### src/rtl/frame_buffer_writer_if.sv
// Pixel-stream and picture-RAM write-port bundle; the source drives master, the writer is slave.
// drop_count exists only when FBW_DROP_COUNT_EN is defined.
interface frame_buffer_writer_if #(
  parameter int ADDR_W = 19,
  parameter int DATA_W = 8
);
  logic              enable;
  logic              pixel_valid;
  logic              pixel_sof;
  logic [DATA_W-1:0] pixel_data;
  logic              pixel_ready;
  logic [ADDR_W-1:0] ram_address;
  logic [DATA_W-1:0] ram_data;
  logic              ram_wren;
  logic              frame_done;
  logic              sync_error;
  logic [15:0]       frame_count;
`ifdef FBW_DROP_COUNT_EN
  logic [15:0]       drop_count;
`endif

  modport master (
    output enable, pixel_valid, pixel_sof, pixel_data,
    input  pixel_ready, ram_address, ram_data, ram_wren,
    input  frame_done, sync_error, frame_count
`ifdef FBW_DROP_COUNT_EN
    , input drop_count
`endif
  );

  modport slave (
    input  enable, pixel_valid, pixel_sof, pixel_data,
    output pixel_ready, ram_address, ram_data, ram_wren,
    output frame_done, sync_error, frame_count
`ifdef FBW_DROP_COUNT_EN
    , output drop_count
`endif
  );
endinterface

### src/rtl/frame_buffer_writer.sv
// Pixel stream to sequential picture-RAM writes, latency 1, 1 pixel/clock; optional FBW_DROP_COUNT_EN.
// Backpressure only while enable is high (active-low enable) or in reset; state is held meanwhile.
module frame_buffer_writer #(
  parameter int FRAME_PIXELS = 307200,
  parameter int ADDR_W       = 19,
  parameter int DATA_W       = 8
) (
  input  logic                  clock,
  input  logic                  reset_n,
  frame_buffer_writer_if.slave  fb
);
  localparam logic [ADDR_W-1:0] LAST_ADDR = ADDR_W'(FRAME_PIXELS - 1);
  localparam logic [ADDR_W-1:0] ADDR_ONE  = ADDR_W'(1);

  typedef enum logic {WAIT_SOF, WRITE} state_t;

  state_t            state_q, state_d;
  logic [ADDR_W-1:0] next_addr_q, next_addr_d;
  logic [ADDR_W-1:0] ram_address_q, ram_address_d;
  logic [DATA_W-1:0] ram_data_q, ram_data_d;
  logic              ram_wren_q, ram_wren_d;
  logic              frame_done_q, frame_done_d;
  logic              sync_error_q, sync_error_d;
  logic [15:0]       frame_count_q, frame_count_d;
  logic              live_q, live_d;
`ifdef FBW_DROP_COUNT_EN
  logic [15:0]       drop_count_q, drop_count_d;
`endif

  logic              accept;
  logic              do_write;
  logic [ADDR_W-1:0] wr_addr;

  // Ready is gated by a flop cleared asynchronously so it drops the instant reset asserts.
  assign live_d         = 1'b1;
  assign fb.pixel_ready = live_q & ~fb.enable;
  assign accept         = fb.pixel_valid & fb.pixel_ready;

  always_comb begin
    state_d       = state_q;
    next_addr_d   = next_addr_q;
    ram_address_d = ram_address_q;
    ram_data_d    = ram_data_q;
    ram_wren_d    = 1'b0;
    frame_done_d  = 1'b0;
    sync_error_d  = 1'b0;
    frame_count_d = frame_count_q;
`ifdef FBW_DROP_COUNT_EN
    drop_count_d  = drop_count_q;
`endif
    do_write      = 1'b0;
    wr_addr       = next_addr_q;

    if (accept) begin
      if (fb.pixel_sof) begin
        do_write     = 1'b1;
        wr_addr      = '0;
        sync_error_d = (state_q == WRITE);
      end else if (state_q == WRITE) begin
        do_write = 1'b1;
      end
`ifdef FBW_DROP_COUNT_EN
      else if (drop_count_q != 16'hFFFF) begin
        drop_count_d = drop_count_q + 16'd1;
      end
`endif
    end

    // Completing the last address always returns to WAIT_SOF, which also covers a 1-pixel frame.
    if (do_write) begin
      ram_wren_d    = 1'b1;
      ram_address_d = wr_addr;
      ram_data_d    = fb.pixel_data;
      if (wr_addr == LAST_ADDR) begin
        frame_done_d  = 1'b1;
        frame_count_d = frame_count_q + 16'd1;
        next_addr_d   = '0;
        state_d       = WAIT_SOF;
      end else begin
        next_addr_d = wr_addr + ADDR_ONE;
        state_d     = WRITE;
      end
    end
  end

  always_ff @(posedge clock or negedge reset_n) begin
    if (!reset_n) begin
      state_q       <= WAIT_SOF;
      next_addr_q   <= '0;
      ram_address_q <= '0;
      ram_data_q    <= '0;
      ram_wren_q    <= 1'b0;
      frame_done_q  <= 1'b0;
      sync_error_q  <= 1'b0;
      frame_count_q <= '0;
      live_q        <= 1'b0;
`ifdef FBW_DROP_COUNT_EN
      drop_count_q  <= '0;
`endif
    end else begin
      state_q       <= state_d;
      next_addr_q   <= next_addr_d;
      ram_address_q <= ram_address_d;
      ram_data_q    <= ram_data_d;
      ram_wren_q    <= ram_wren_d;
      frame_done_q  <= frame_done_d;
      sync_error_q  <= sync_error_d;
      frame_count_q <= frame_count_d;
      live_q        <= live_d;
`ifdef FBW_DROP_COUNT_EN
      drop_count_q  <= drop_count_d;
`endif
    end
  end

  assign fb.ram_address = ram_address_q;
  assign fb.ram_data    = ram_data_q;
  assign fb.ram_wren    = ram_wren_q;
  assign fb.frame_done  = frame_done_q;
  assign fb.sync_error  = sync_error_q;
  assign fb.frame_count = frame_count_q;
`ifdef FBW_DROP_COUNT_EN
  assign fb.drop_count  = drop_count_q;
`endif
endmodule

### src/flat_wrapper.sv
// flat-port wrapper written by rule: the top's interface ports become plain ports
module frame_buffer_writer_flat 
#(
  parameter int FRAME_PIXELS = 307200,
  parameter int ADDR_W       = 19,
  parameter int DATA_W       = 8
)
  (clock, reset_n, fb_enable, fb_pixel_valid, fb_pixel_sof, fb_pixel_data, fb_pixel_ready, fb_ram_address, fb_ram_data, fb_ram_wren, fb_frame_done, fb_sync_error, fb_frame_count);
  frame_buffer_writer_if #(.ADDR_W(ADDR_W), .DATA_W(DATA_W)) fb_i ();
  input  logic clock;
  input  logic reset_n;
  input wire logic [$bits(fb_i.enable)-1:0] fb_enable;
  input wire logic [$bits(fb_i.pixel_valid)-1:0] fb_pixel_valid;
  input wire logic [$bits(fb_i.pixel_sof)-1:0] fb_pixel_sof;
  input wire logic [$bits(fb_i.pixel_data)-1:0] fb_pixel_data;
  output wire logic [$bits(fb_i.pixel_ready)-1:0] fb_pixel_ready;
  output wire logic [$bits(fb_i.ram_address)-1:0] fb_ram_address;
  output wire logic [$bits(fb_i.ram_data)-1:0] fb_ram_data;
  output wire logic [$bits(fb_i.ram_wren)-1:0] fb_ram_wren;
  output wire logic [$bits(fb_i.frame_done)-1:0] fb_frame_done;
  output wire logic [$bits(fb_i.sync_error)-1:0] fb_sync_error;
  output wire logic [$bits(fb_i.frame_count)-1:0] fb_frame_count;
  assign fb_i.enable = fb_enable;
  assign fb_i.pixel_valid = fb_pixel_valid;
  assign fb_i.pixel_sof = fb_pixel_sof;
  assign fb_i.pixel_data = fb_pixel_data;
  assign fb_pixel_ready = fb_i.pixel_ready;
  assign fb_ram_address = fb_i.ram_address;
  assign fb_ram_data = fb_i.ram_data;
  assign fb_ram_wren = fb_i.ram_wren;
  assign fb_frame_done = fb_i.frame_done;
  assign fb_sync_error = fb_i.sync_error;
  assign fb_frame_count = fb_i.frame_count;
  frame_buffer_writer #(.FRAME_PIXELS(FRAME_PIXELS), .ADDR_W(ADDR_W), .DATA_W(DATA_W)) u_core (.clock(clock), .reset_n(reset_n), .fb(fb_i));
endmodule
### config.mk
export PLATFORM = sky130hd
export DESIGN_NAME = frame_buffer_writer_flat
export DESIGN_NICKNAME = d
export VERILOG_FILES = /design/src/rtl/frame_buffer_writer_if.sv /design/src/rtl/frame_buffer_writer.sv /design/src/flat_wrapper.sv
export SDC_FILE = /design/constraint.sdc
export NUM_CORES = 1
export LEC_CHECK = 0
export CORE_ASPECT_RATIO = 0.6
export CORE_UTILIZATION = 25
export CTS_CLUSTER_DIAMETER = 200
export DETAILED_ROUTE_END_ITERATION = 10
export DONT_BUFFER_PORTS = 1
export GPL_TIMING_DRIVEN = 0
export HOLD_SLACK_MARGIN = 0.1
export PLACE_DENSITY = 0.44
export SETUP_SLACK_MARGIN = 0.5
export SLEW_MARGIN = 10
export SYNTH_ARGS = -nofsm -noshare
export SYNTH_HDL_FRONTEND = slang
export SYNTH_SLANG_ARGS = --single-unit
export TNS_END_PERCENT = 10
### constraint.sdc
create_clock -name clock -period 6.5 [get_ports clock]
set_input_delay 1.625 -clock clock [delete_from_list [all_inputs] [get_ports clock]]
set_output_delay 1.625 -clock clock [all_outputs]
set_load 0.01 [all_outputs]
==> impl_results.md <==
* TritonCTS clock tree: yes
* Seq/Total Area, Yosys at 0.5315
* Final WL at 8381 um
* Worst setup SP type: input pin
* Worst EP arrival at 4150 ps
* Die width at around 150 um
* Internal at 0.7599 mW
* Std-Cell Rows at 31
* Fin. max-slew vios at 0
* Post-Syn Area at 0.003154 mm^2
* Layout Skew at 7.346 ps
* Final Core Density at 0.2986
* Area leader, netlist: dfrtp_1
* Power, Total at 1.009 mW
* Crit Path Max Fanout at 10
* Final period utilization at 0.5996
* RSZ-0062 raised after global routing: no
* Routed Antenna Nets at 0
* PD cells at 277.4 mW/mm^2
* Largest net degree at the start of global routing at 68
* Nets at between 300 and 400
* Worst-margin pin slew at roughly 560 ps
* Vias per cell at ~4.7
* Switching Share at 0.2470
* GRT overflow at 0
* Net Count, Synth at ~350
* Gr usage total at 0.1399
* Mapped Avg Cell Area at ~9.4 um^2
* Pre-CTS setup slack at 2255 ps
* Area delta synth->final at 15.31%
* Final setup margin at 2602 ps
* Register Area at 0.001677 mm^2
* Largest cells by area after synthesis: dfrtp_1, nand2_1, a21oi_1
* Clock Latency Late Sink at ~330 ps
* Clk pwr share at 0.465
* Status: finished, final reports clean
* Critical path class: input pin to flop
* Root buffer cell: clkbuf_16
* Total negative slack at 0 ps
* Post-DP HPWL at between 5000 and 6000 um
* First-pass GRT wire length at 13520 um
* Initial antenna violation count at 0
* Max Cap Viol at 0
* Total core area at 0.01218 mm^2
* Worst reg-to-reg setup slack at 3730 ps
* Pre-antenna DRT Iters at 4
* Worst endpoint required time at 6750 ps
* TritonCTS buffer count at 9
* Via Count at 2425
* VDD IR max at ~0.13 mV
* Fmax at 256.6 MHz
* Final min period at slightly below 4000 ps
* Unique cell type count in the Yosys netlist at 49
* Multi-input logic area at 0.001401 mm^2
* Top-area cell type share of the netlist area at 0.5315
* Worst slew margin at 0.6276
* Most common cell after layout, fill and taps aside: nand2_1
* Mapped Cells at about 340
* Number of gates resized after CTS at 0
* CTS H-tree lvls at 3
* Placed insts at approximately 500
* Die area at 0.01308 mm^2
* Die height at 89.01 um
* Ys flop type: dfrtp_1
* Flop pwr share at 0.481
* Diode count at 0
* EDFF count, synth at 0
* Most frequent cells in the layout: nand2_1, dfrtp_1, a21oi_1
* Final setup fails at 0
* Port Buf Inserts at 0
* Ports at 60
* CTS max path bufs at 2
* Hold-fix buffers, CTS at 0
* Routed length per instance at 16.24 um
* Clk sinks at 67
* Combinational power share at 0.055
* Vias in the first global route at 2386
* Post-synth ARST share at 1.000
* Min-delay worst type: flop to flop
* Clk slew on worst S/H paths at 60 ps
* CP Capture Type: flop
* GPL Wtd Cong at just under 0.8
* Fillcell total at 1333
* Layout cells sized above 1 at 0.07977
* Sw Pwr at between 0.2 and 0.25 mW
* Final hold vios at 0
* Initial DRC count at about 140
* Post-CTS Setup Inserts at 0
* Warnings from Yosys at 0
* Post-Layout Cell Count at 516
* FF+latch count, synth at 67
* Leak Pwr at 1.599 nW
* Starting Density at 0.2590
* Drc violations at 0
==> state kept, by name, indices dropped and copies added (netlist names) <==
register,cells
u_core.fb.sync_error,1
u_core.fb.ram_data,8
u_core.state_q,1
u_core.fb.frame_done,1
u_core.fb.ram_address,19
u_core.next_addr_q,19
u_core.live_q,1
u_core.fb.ram_wren,1
u_core.fb.frame_count,16
==> through the flow <==
step	cell area, um^2	hold slack [ps]
floorplan	3154	473.8
CTS	3637	530.8
detailed placement	3361	523.3
global placement	3361	513.3
global route	3637	558.3
finish	3637	526.0
==> per-layer routing <==
| metal | routed length (um) | GRT usage | part of all wire | vias up |
|---|---|---|---|---|
| li1 | - | - | - | 1180 |
| met1 | 4510 | 0.2097 | 0.54 | 1179 |
| met2 | 3130 | 0.1775 | 0.37 | 57 |
| met3 | 637 | 0.05255 | 0.076 | 9 |
| met4 | 104 | 0.04780 | 0.012 | 0 |
| met5 | 0 | 0 | 0 | - |
==> critical path: stages <==
cell and delay, ps:
clkbuf_1 190, nand4b_1 170, clkbuf_1 390, and2_1 220, ha_1 260, nand4_1 200
nor4_4 350, nand3_4 200, nor4_1 360, xor2_1 190
==> path summary, 6_finish.rpt <==
path / start / end / depth (start not counted)
setup / recovery: fb_pixel_sof / u_core.fb.frame_count[7] / 10
hold reg to reg: u_core.next_addr_q[18] / u_core.next_addr_q[18] / 1
max in group asynchronous: reset_n / u_core.fb.ram_data[3] / 0
hold / removal: u_core.next_addr_q[18] / u_core.next_addr_q[18] / 1
setup reg to reg: u_core.live_q / u_core.fb.frame_count[7] / 9
min in group asynchronous: reset_n / u_core.fb.ram_data[1] / 0
==> power groups by stage <==
stage / clock, mW / combinational (mW) / sequential (mW)
floorplan: 0 / 0.0440 / 0.480
global placement: 0 / 0.0552 / 0.492
detailed placement: 0 / 0.0566 / 0.492
CTS: 0.483 / 0.0563 / 0.485
global route: 0.506 / 0.0666 / 0.489
finish: 0.469 / 0.0550 / 0.485
==> area by class of cell <==
cell class / instances / share of cell area
multi-input combinational: 251 / 0.3853
clock buffer: 12 / 0.06502
buffer: 14 / 0.01686
tap: 165 / 0.05676
inverter: 4 / 0.004128
clock inverter: 3 / 0.01101
sequential: 67 / 0.4610
==> cell families after synthesis <==
kind of cell	Yosys count	share of synthesized area
AO/OA/AOI/OAI	50	0.09124
XOR/XNOR	20	0.05553
adder cells (fa/ha/maj)	2	0.007932
buffers and inverters	18	0.02419
flip-flops	67	0.5315
multiplexers	1	0.003570
other	1	0.001189
AND/OR/NAND/NOR	177	0.2848
==> Yosys cell counts (4+ instances only) <==
cell	number
xnor2_1	6
nor3_1	6
nand3_1	15
nand4_1	4
nand2_1	89
a21oi_1	31
clkbuf_1	9
nor4_1	8
o21ai_0	6
xor2_1	14
nand2b_1	4
inv_1	4
nor2_1	26
dfrtp_1	67
No activity file was read; power rests on OpenSTA's default activity.
